File: config.mk
export PLATFORM = sky130hd
export DESIGN_NAME = xor_lane_pipe_flat
export DESIGN_NICKNAME = d
export VERILOG_FILES = /design/src/rtl/xor_lane_pipe_if.sv /design/src/rtl/xor_lane_pipe.sv /design/src/flat_wrapper.sv
export SDC_FILE = /design/constraint.sdc
export NUM_CORES = 1
export LEC_CHECK = 0
export CORE_MARGIN = 1
export CORE_UTILIZATION = 45
export DETAILED_ROUTE_END_ITERATION = 8
export GPL_TIMING_DRIVEN = 1
export HOLD_SLACK_MARGIN = 0.06
export MAX_ROUTING_LAYER = met4
export PLACE_DENSITY = 0.81
export SLEW_MARGIN = 20
export SYNTH_ARGS = -nofsm -noshare
export SYNTH_HDL_FRONTEND = slang
export SYNTH_SLANG_ARGS = --single-unit
File: constraint.sdc
create_clock -name clk -period 2.25 [get_ports clk]
set_input_delay 0.45 -clock clk [delete_from_list [all_inputs] [get_ports clk]]
set_output_delay 0.45 -clock clk [all_outputs]
set_load 0.02 [all_outputs]
File: src/rtl/xor_lane_pipe_if.sv
// ============================================================================
// Module      : xor_lane_pipe_if
// Description : Stream bundle between a producer/consumer and xor_lane_pipe.
// Revision    : 1.0 - initial release
// ============================================================================
`default_nettype none

interface xor_lane_pipe_if #(
    parameter int WIDTH = 8,
    parameter int LANES = 4
);
    logic                     in_valid;
    logic                     in_ready;
    logic [1:0]               mode;
    logic                     acc_clr;
    logic [WIDTH*LANES-1:0]   a;
    logic [WIDTH*LANES-1:0]   b;
    logic [WIDTH*LANES-1:0]   out_comb;
    logic [WIDTH*LANES-1:0]   out_data;
    logic [LANES-1:0]         out_parity;
    logic                     out_valid;
    logic                     out_ready;

    modport master (
        output in_valid, mode, acc_clr, a, b, out_ready,
        input  in_ready, out_comb, out_data, out_parity, out_valid
    );

    modport slave (
        input  in_valid, mode, acc_clr, a, b, out_ready,
        output in_ready, out_comb, out_data, out_parity, out_valid
    );
endinterface

`default_nettype wire

File: src/rtl/xor_lane_pipe.sv
// ============================================================================
// Module      : xor_lane_pipe
// Description : Multi-lane XOR/XNOR/accumulate/pass datapath with a stallable
//               valid/ready pipeline and per-lane output parity.
// Revision    : 1.0 - initial release
// ============================================================================
`default_nettype none

module xor_lane_pipe #(
    parameter int WIDTH  = 8,
    parameter int LANES  = 4,
    parameter int STAGES = 2
) (
    input  wire logic       clk,
    input  wire logic       rst_n,
    xor_lane_pipe_if.slave  bus
);
    localparam int         TOTAL      = WIDTH * LANES;
    localparam logic [1:0] MODE_XOR   = 2'b00;
    localparam logic [1:0] MODE_XNOR  = 2'b01;
    localparam logic [1:0] MODE_ACCUM = 2'b10;
    localparam logic [1:0] MODE_PASS  = 2'b11;

    logic              advance;
    logic              accept;
    logic [TOTAL-1:0]  result;
    logic [TOTAL-1:0]  acc_q;
    logic [TOTAL-1:0]  acc_d;
    logic [STAGES-1:0] vld_q;
    logic [TOTAL-1:0]  data_q [STAGES];

    // Global stall: the whole pipe moves only when the tail can drain.
    assign advance      = !vld_q[STAGES-1] || bus.out_ready;
    assign accept       = bus.in_valid && advance;
    assign bus.in_ready = advance;
    assign bus.out_comb = bus.a ^ bus.b;

    generate
        for (genvar l = 0; l < LANES; l++) begin : g_lane
            logic [WIDTH-1:0] a_l;
            logic [WIDTH-1:0] b_l;
            logic [WIDTH-1:0] acc_base;
            logic [WIDTH-1:0] acc_next;

            assign a_l      = bus.a[l*WIDTH +: WIDTH];
            assign b_l      = bus.b[l*WIDTH +: WIDTH];
            // Clear takes effect before a coincident accumulate beat.
            assign acc_base = bus.acc_clr ? '0 : acc_q[l*WIDTH +: WIDTH];
            assign acc_next = acc_base ^ a_l ^ b_l;

            always_comb begin
                result[l*WIDTH +: WIDTH] = a_l ^ b_l;
                case (bus.mode)
                    MODE_XOR:   result[l*WIDTH +: WIDTH] = a_l ^ b_l;
                    MODE_XNOR:  result[l*WIDTH +: WIDTH] = ~(a_l ^ b_l);
                    MODE_ACCUM: result[l*WIDTH +: WIDTH] = acc_next;
                    MODE_PASS:  result[l*WIDTH +: WIDTH] = a_l;
                    default:    result[l*WIDTH +: WIDTH] = a_l ^ b_l;
                endcase
            end

            always_comb begin
                acc_d[l*WIDTH +: WIDTH] = acc_base;
                if (accept && (bus.mode == MODE_ACCUM)) begin
                    acc_d[l*WIDTH +: WIDTH] = acc_next;
                end
            end

            assign bus.out_parity[l] = ^data_q[STAGES-1][l*WIDTH +: WIDTH];
        end
    endgenerate

    always_ff @(posedge clk or negedge rst_n) begin
        if (!rst_n) begin
            acc_q <= '0;
        end else begin
            acc_q <= acc_d;
        end
    end

    generate
        for (genvar s = 0; s < STAGES; s++) begin : g_stage
            if (s == 0) begin : g_head
                always_ff @(posedge clk or negedge rst_n) begin
                    if (!rst_n) begin
                        vld_q[0]  <= 1'b0;
                        data_q[0] <= '0;
                    end else if (advance) begin
                        vld_q[0]  <= bus.in_valid;
                        data_q[0] <= result;
                    end
                end
            end else begin : g_body
                always_ff @(posedge clk or negedge rst_n) begin
                    if (!rst_n) begin
                        vld_q[s]  <= 1'b0;
                        data_q[s] <= '0;
                    end else if (advance) begin
                        vld_q[s]  <= vld_q[s-1];
                        data_q[s] <= data_q[s-1];
                    end
                end
            end
        end
    endgenerate

    assign bus.out_valid = vld_q[STAGES-1];
    assign bus.out_data  = data_q[STAGES-1];

endmodule

`default_nettype wire

File: src/flat_wrapper.sv
// flat-port wrapper written by rule: the top's interface ports become plain ports
module xor_lane_pipe_flat 
#(
    parameter int WIDTH  = 8,
    parameter int LANES  = 4,
    parameter int STAGES = 2
)
  (clk, rst_n, bus_in_valid, bus_mode, bus_acc_clr, bus_a, bus_b, bus_out_ready, bus_in_ready, bus_out_comb, bus_out_data, bus_out_parity, bus_out_valid);
  xor_lane_pipe_if #(.WIDTH(WIDTH), .LANES(LANES)) bus_i ();
  input  wire logic clk;
  input  wire logic rst_n;
  input wire logic [$bits(bus_i.in_valid)-1:0] bus_in_valid;
  input wire logic [$bits(bus_i.mode)-1:0] bus_mode;
  input wire logic [$bits(bus_i.acc_clr)-1:0] bus_acc_clr;
  input wire logic [$bits(bus_i.a)-1:0] bus_a;
  input wire logic [$bits(bus_i.b)-1:0] bus_b;
  input wire logic [$bits(bus_i.out_ready)-1:0] bus_out_ready;
  output wire logic [$bits(bus_i.in_ready)-1:0] bus_in_ready;
  output wire logic [$bits(bus_i.out_comb)-1:0] bus_out_comb;
  output wire logic [$bits(bus_i.out_data)-1:0] bus_out_data;
  output wire logic [$bits(bus_i.out_parity)-1:0] bus_out_parity;
  output wire logic [$bits(bus_i.out_valid)-1:0] bus_out_valid;
  assign bus_i.in_valid = bus_in_valid;
  assign bus_i.mode = bus_mode;
  assign bus_i.acc_clr = bus_acc_clr;
  assign bus_i.a = bus_a;
  assign bus_i.b = bus_b;
  assign bus_i.out_ready = bus_out_ready;
  assign bus_in_ready = bus_i.in_ready;
  assign bus_out_comb = bus_i.out_comb;
  assign bus_out_data = bus_i.out_data;
  assign bus_out_parity = bus_i.out_parity;
  assign bus_out_valid = bus_i.out_valid;
  xor_lane_pipe #(.WIDTH(WIDTH), .LANES(LANES), .STAGES(STAGES)) u_core (.clk(clk), .rst_n(rst_n), .bus(bus_i));
endmodule
==> metrics.cfg, run 1 <==
[layout]
fin_cells = 1124
postLayoutCoreUtil_pct = 63.89
drive_above_1_share_pct = 17.06
nets = 1010
fill_cells = 1181
diodes = 0
ff_latch_area_um2 = 2452
multi_input_area_um2 = 3558
syn2layout_area_growth_pct = 36.70

[floorplan]
start_util_pct = 46.73
die_x_um = 122.8
fp.dieH_um = 122.8
rows = 43
io_pins = 141
dieArea_um2 = 15070
core_area_um2 = 14040

[sta]
setup_ws_ns = 0.03518
maxSlewViolCount = 0
fmax_ghz = 0.4515
holdWs_ns = 0.05200
worst_slew_pin_slew_ns = 0.8366
clock_skew_ns = 0.006225
min_period_ns = 2.215
relSlewSlack_pct = 44.23
rsz0062_at_grt = false
min_period_over_period_pct = 98.44
final-hold-violation-count = 0
finalSetupViolations = 0

[setup_path]
slowest_delay_ns = 0.63
arrival_ns = 1.76
reg2regPathDepth = 4
slowest_stage = clkdlybuf4s50_1
criticalPathCategory = input port to output pin
cpMostUsedCell = clkdlybuf4s50_1
critPathLaunchType = input port
r2r_start = u_core.bus.out_valid
crit_path_end_kind = output pin
critPathBufInv = 2
r2r_setup_slack_ns = 0.68
cp_cell_sequence = clkdlybuf4s50_1, xor2_1, clkdlybuf4s50_1
crit_family = buffers and inverters
cp.depth = 3
worst_r2r_endpoint = u_core.data_q[46]
worstPathRequired_ns = 1.80
worstPathMaxFanout = 2

[job]
maxCapViolCount = 0

[drt]
drc = 0
wl_um = 17410
drt-initial-drc-count = 452
vias = 5900
vias_per_cell = 5.249
postRouteAntennaNets = 0
avgRoutedWirePerCell_um = 15.49
drt-pass1-iter-count = 5

[clock_network]
clock-sinks = 98
cts_buffers = 9
cts-root-buf = clkbuf_16
htree_levels = 3
clk_path_buf_depth = 2
cts_tree = built
path_clk_slew_ns = 0.07
clkLatencyLatePin_ns = 0.35
cts_hold_buf = 0

[min_path]
holdCritPathClass = input port to asynchronous set/reset pin

[yosys]
netlist_area_um2 = 6563
netlist_top_cells_count = nand2_1 (196), dfrtp_1 (98), xnor2_1 (88), xor2_1 (36), inv_1 (34)
synthCells = 757
ys_seq_elements = 98
seq_area_frac_synth_pct = 37.37
yosys.area.top_type = dfrtp_1
synthArstFlopShare_pct = 100.0
netlist.area_leader.share_pct = 37.37
synth_edf_count = 0
synth_area_leaders = dfrtp_1 (37%), xnor2_1 (12%), nand2_1 (11%), o211a_1 (4.9%), xor2_1 (4.8%)
synth.most_common_cell = nand2_1
yosysUniqueCellTypes = 23
synth-main-ff-cell = dfrtp_1
synth_warnings = 0
synth.avg_cell_area_um2 = 8.669
syn_nets = 828

[outcome]
status = completed

[grt]
antenna_found_initial = 0
grt_max_degree = 67
grt_overflow = 0
grt_pass1_vias = 5614
grt_usage_pct = 24.93
grt_pass1_wl_um = 28230

[placed_design]
io_buffer_count = 140
gp_congestion = 0.8152
place_ws_ns = -0.05861
place_inst = 1108
dp_hpwl_um = 11970

[power_and_ir_drop]
power_mw = 6.462
cellPowerDensity_nw_per_um2 = 720.3
ir_drop_uv = 419.4
p_leak_nw = 4.364

[routing by layer]
layer	vias to the layer above	part of all wire, %	global-route usage [%]
met2	175	48	38.24
met1	2814	45	33.49
li1	2876	-	-
met4	0	2.6	9.756
met5	-	0	-
met3	35	4.3	3.113
[worst register-to-register path: cells and delay by family (launching register included)]
kind	cells	cell delay, ns
AO/OA/AOI/OAI	1	0.11
buffers and inverters	1	0.61
flip-flops	1	0.36
AND/OR/NAND/NOR	2	0.39
[state kept, by name (all words and copies together) (netlist names)]
signal and count:
u_core.bus.out_valid 1, u_core.vld_q 1, u_core.acc_q 32, u_core.data_q 32, u_core.bus.out_data 32
[stage by stage]
stage               TNS [ns]  instance area (um^2)
floorplan                  0                  6563
global placement    -0.04711                  8638
detailed placement   -0.2512                  8638
CTS                        0                  8916
global route               0                  8971
finish                     0                  8971
[how the worst max path moves through the flow]
stage / from / to
after floorplan: u_core.bus.out_valid / bus_in_ready
after global placement: bus_a[28] / bus_out_comb[28]
after detailed placement: bus_a[5] / bus_out_comb[5]
after CTS: bus_a[20] / bus_out_comb[20]
after global routing: bus_a[6] / bus_out_comb[6]
final: bus_a[6] / bus_out_comb[6]
[final cells by class]
class                      instances  area share, %
multi-input combinational        548          39.67
sequential                        98          27.34
timing repair buffer             248          25.79
clock buffer                       9          2.510
tap                              180          2.510
inverter                          34          1.423
clock inverter                     7         0.7671
[power by group]
group          internal [mW]  total (mW)  switching, mW  leakage, nW
registers               2.05        2.26          0.211         1.22
logic                   1.29        2.66           1.37         3.00
clock network          0.860        1.55          0.689        0.142
[placed cells by master (no fill, tap or decap)]
| cell type | n |
|---|---|
| and2b_1 | 2 |
| clkdlybuf4s50_1 | 102 |
| inv_1 | 33 |
| nor2b_4 | 1 |
| bufinv_16 | 1 |
| nor3_4 | 1 |
| o221ai_1 | 32 |
| dfrtp_1 | 98 |
| o31ai_2 | 6 |
| clkinv_2 | 3 |
| dlygate4sd2_1 | 13 |
| buf_12 | 6 |
| dlymetal6s2s_1 | 22 |
| nor3b_1 | 32 |
| and2b_2 | 24 |
| nor3_1 | 32 |
| clkbuf_16 | 9 |
| nor2b_1 | 6 |
| buf_2 | 2 |
| xor2_1 | 36 |
| or2_2 | 1 |
| inv_6 | 1 |
| buf_4 | 103 |
| o31ai_1 | 26 |
| inv_2 | 1 |
| nand2b_1 | 1 |
| xnor2_1 | 88 |
| clkinvlp_4 | 2 |
| nand2_1 | 196 |
| a21oi_1 | 32 |
| o211a_1 | 32 |
[logic make-up after synthesis]
family / Yosys count / synth area share (%)
AOI/OAI and AO/OA: 128 / 15.71
xor gates and xnor gates: 124 / 16.55
buffers and inverters: 111 / 8.618
DFF: 98 / 37.37
and+or+nand+nor: 296 / 21.75
[what timing repair did]
item                                    4_1_cts  5_1_grt
endpoints found under the setup margin       13       22
pin swaps                                     0        0
buffers inserted                              0        0
gates resized for setup                      13       22
hold endpoints to repair                      0        0
No activity file was read; power rests on OpenSTA's default activity.
==> run 2, diff against run 1 <==
- CORE_UTILIZATION: 45 -> 55
- PLACE_DENSITY: 0.81 -> 0.95
==> run 2 against run 1 <==
  * Worst hold slack improved by 0.0077 ns
  * Clock skew grew 0.0053 ns
  * The run now ends with DRC left
  * Critical path type is now register to output pin
  * Clock-buffer cell count unchanged
  * Combinational power grew 3%
  * Cell area up 0.13%
  * Cell count fell by 2.3%
==> metrics.cfg, run 2 (synthesis results as in run 1) <==
[clock_network]
htree_levels = 3  ; unchanged
cts_buffers = 9  ; unchanged
cts_tree = built
clkLatencyLatePin_ns = 0.35  ; about the same
path_clk_slew_ns = 0.07  ; about the same
clk_path_buf_depth = 2  ; unchanged
clock-sinks = 98  ; unchanged
post-cts-setup-buffers = 0  ; unchanged
cts_hold_buf = 0  ; unchanged
cts-root-buf = clkbuf_16

[floorplan]
dieArea_um2 = 12370  ; -18%
fp.dieH_um = 111.2  ; -9.4%
io_pins = 141  ; unchanged
start_util_pct = 56.99  ; +10 points
die_x_um = 111.2  ; -9.4%
core_area_um2 = 11520  ; -18%
rows = 39  ; -9.3%

[drt]
postRouteAntennaNets = 0  ; unchanged
wl_um = 18480  ; +6.1%
drt-pass1-iter-count = 8  ; +3
vias_per_cell = 5.816  ; +11%
drt-initial-drc-count = 707  ; +56%
vias = 6386  ; +8.2%
avgRoutedWirePerCell_um = 16.83  ; +8.6%
drc = 14  ; +14

[setup_path]
worst_r2r_endpoint = u_core.data_q[49]
slowest_delay_ns = 0.40  ; -0.23 ns
crit_path_end_kind = output pin
critPathLaunchType = register
criticalPathCategory = register to output pin
critPathCapture = bus_out_parity[1]
r2r_start = u_core.bus.out_valid
r2r_setup_slack_ns = 0.61  ; -0.07 ns
cpMostUsedCell = xnor2_1
crit_family = XOR/XNOR gates
worstPathMaxFanout = 2  ; unchanged
cp.depth = 4  ; +1
reg2regPathDepth = 5  ; +1
critical_path.startpoint = u_core.bus.out_data[12]
critPathBufInv = 1  ; -1
slowest_stage = dfrtp_1
cp_cell_sequence = xnor2_1, xnor2_1, xnor2_1, dlygate4sd2_1
worstPathRequired_ns = 1.80  ; about the same
arrival_ns = 1.71  ; -0.05 ns

[placed_design]
io_buffer_count = 140  ; unchanged
place_area_um2 = 8667  ; +0.33%
place_inst = 1081  ; -2.4%
place_ws_ns = -0.1219  ; -0.06329 ns
dp_hpwl_um = 12680  ; +6.0%
gp_congestion = 0.8395  ; +3.0%

[sta]
fmax_ghz = 0.4621  ; +2.3%
clock_skew_ns = 0.01153  ; +0.005303 ns
setup_ws_ns = 0.08593  ; +0.05075 ns
min_period_over_period_pct = 96.18  ; -2.3 points
rsz0062_at_grt = false
finalSetupViolations = 0  ; unchanged
worst_slew_pin_slew_ns = 0.7036  ; -0.1329 ns
final-hold-violation-count = 0  ; unchanged
min_period_ns = 2.164  ; -0.05075 ns
relSlewSlack_pct = 53.09  ; +8.9 points
maxSlewViolCount = 0  ; unchanged

[job]
maxCapViolCount = 0  ; unchanged

[grt]
grt_pass1_wl_um = 30500  ; +8.0%
grt_usage_pct = 31.39  ; +6.5 points
grt_pass1_vias = 6361  ; +13%
grt_max_degree = 67  ; unchanged
antenna_found_initial = 1  ; +1
grt_overflow = 0  ; unchanged

[layout]
nets = 1020  ; +0.99%
fin_cells = 1098  ; -2.3%
syn2layout_area_growth_pct = 36.87
drive_above_1_share_pct = 17.92  ; +0.87 points
final_cell_mix = nand2_1 (196), buf_4 (113), clkdlybuf4s50_1 (101)
final_cell_area_um2 = 8982  ; +0.13%
fill_cells = 721  ; -39%
postLayoutCoreUtil_pct = 78.00  ; +14 points
final_common_cell = nand2_1

[power_and_ir_drop]
power_mw = 6.490  ; +0.43%
p_leak_nw = 4.382  ; +0.43%
cellPowerDensity_nw_per_um2 = 722.5  ; +0.31%
ir_drop_uv = 355.9  ; -15%

[min_path]
holdCritPathClass = input port to asynchronous set/reset pin

[outcome]
violations = DRC
status = finished with violations

-- run 2: how the worst min path moves through the flow --
stage,start,to,slack (ns),depth (start not counted)
after floorplan,rst_n,u_core.acc_q[0],0.15,0
after global placement,rst_n,u_core.acc_q[24],0.44,1
after detailed placement,rst_n,u_core.acc_q[24],0.45,1
after CTS,rst_n,u_core.acc_q[24],0.08,1
after global routing,rst_n,u_core.acc_q[24],0.09,1
final,rst_n,u_core.acc_q[24],0.06,1
-- run 2: cell type report --
| type | count | area (um^2) | area share [%] |
|---|---|---|---|
| diodes | 1 | 2.502 | 0.02786 |
| clock buffers | 9 | 225.2 | 2.507 |
| clock inverters | 7 | 61.31 | 0.6825 |
| inverters | 34 | 127.6 | 1.421 |
| multi-input cells | 548 | 3558 | 39.62 |
| flip-flops and latches | 98 | 2452 | 27.30 |
| well taps | 143 | 178.9 | 1.992 |
| repair buffers | 258 | 2376 | 26.45 |
-- run 2: where the power goes --
| part | switching, mW | internal [mW] |
|---|---|---|
| Sequential | 0.209 | 2.04 |
| Clock | 0.720 | 0.770 |
| Combinational | 1.43 | 1.32 |
-- run 2: repair_timing --
action / in CTS / in global routing
gates cloned: 0 / 0
pin swaps: 1 / 0
endpoints found under the setup margin: 17 / 19
resized for setup: 17 / 19
-- run 2: layer usage --
metal	global-route usage (%)	part of all wire, %	vias to the layer above
met2	51.21	49	375
met5	-	0	-
met4	11.98	3.6	0
li1	-	-	2910
met3	4.046	7.8	68
met1	39.93	40	3033
-- run 2: worst reg2reg max path: stages, from the launching register on --
cell and delay, ns:
dfrtp_1 0.35, nor2b_4 0.16, buf_4 0.14, buf_4 0.56, nand2_1 0.20, o31ai_1 0.12
-- run 2: metrics by stage --
stage          setup TNS, ns  hold WS (ns)
6_report                   0       0.05972
3_5_place_dp         -0.3228        0.4460
2_1_floorplan              0        0.1544
5_1_grt                    0       0.09425
3_3_place_gp        -0.08908        0.4389
4_1_cts                    0       0.08025
==> run 3, diff against run 2 <==
- CTS_CLUSTER_SIZE: default -> 40
==> results of run 3 <==
The final DEF is identical to that of run 2; final timing and power are the same.
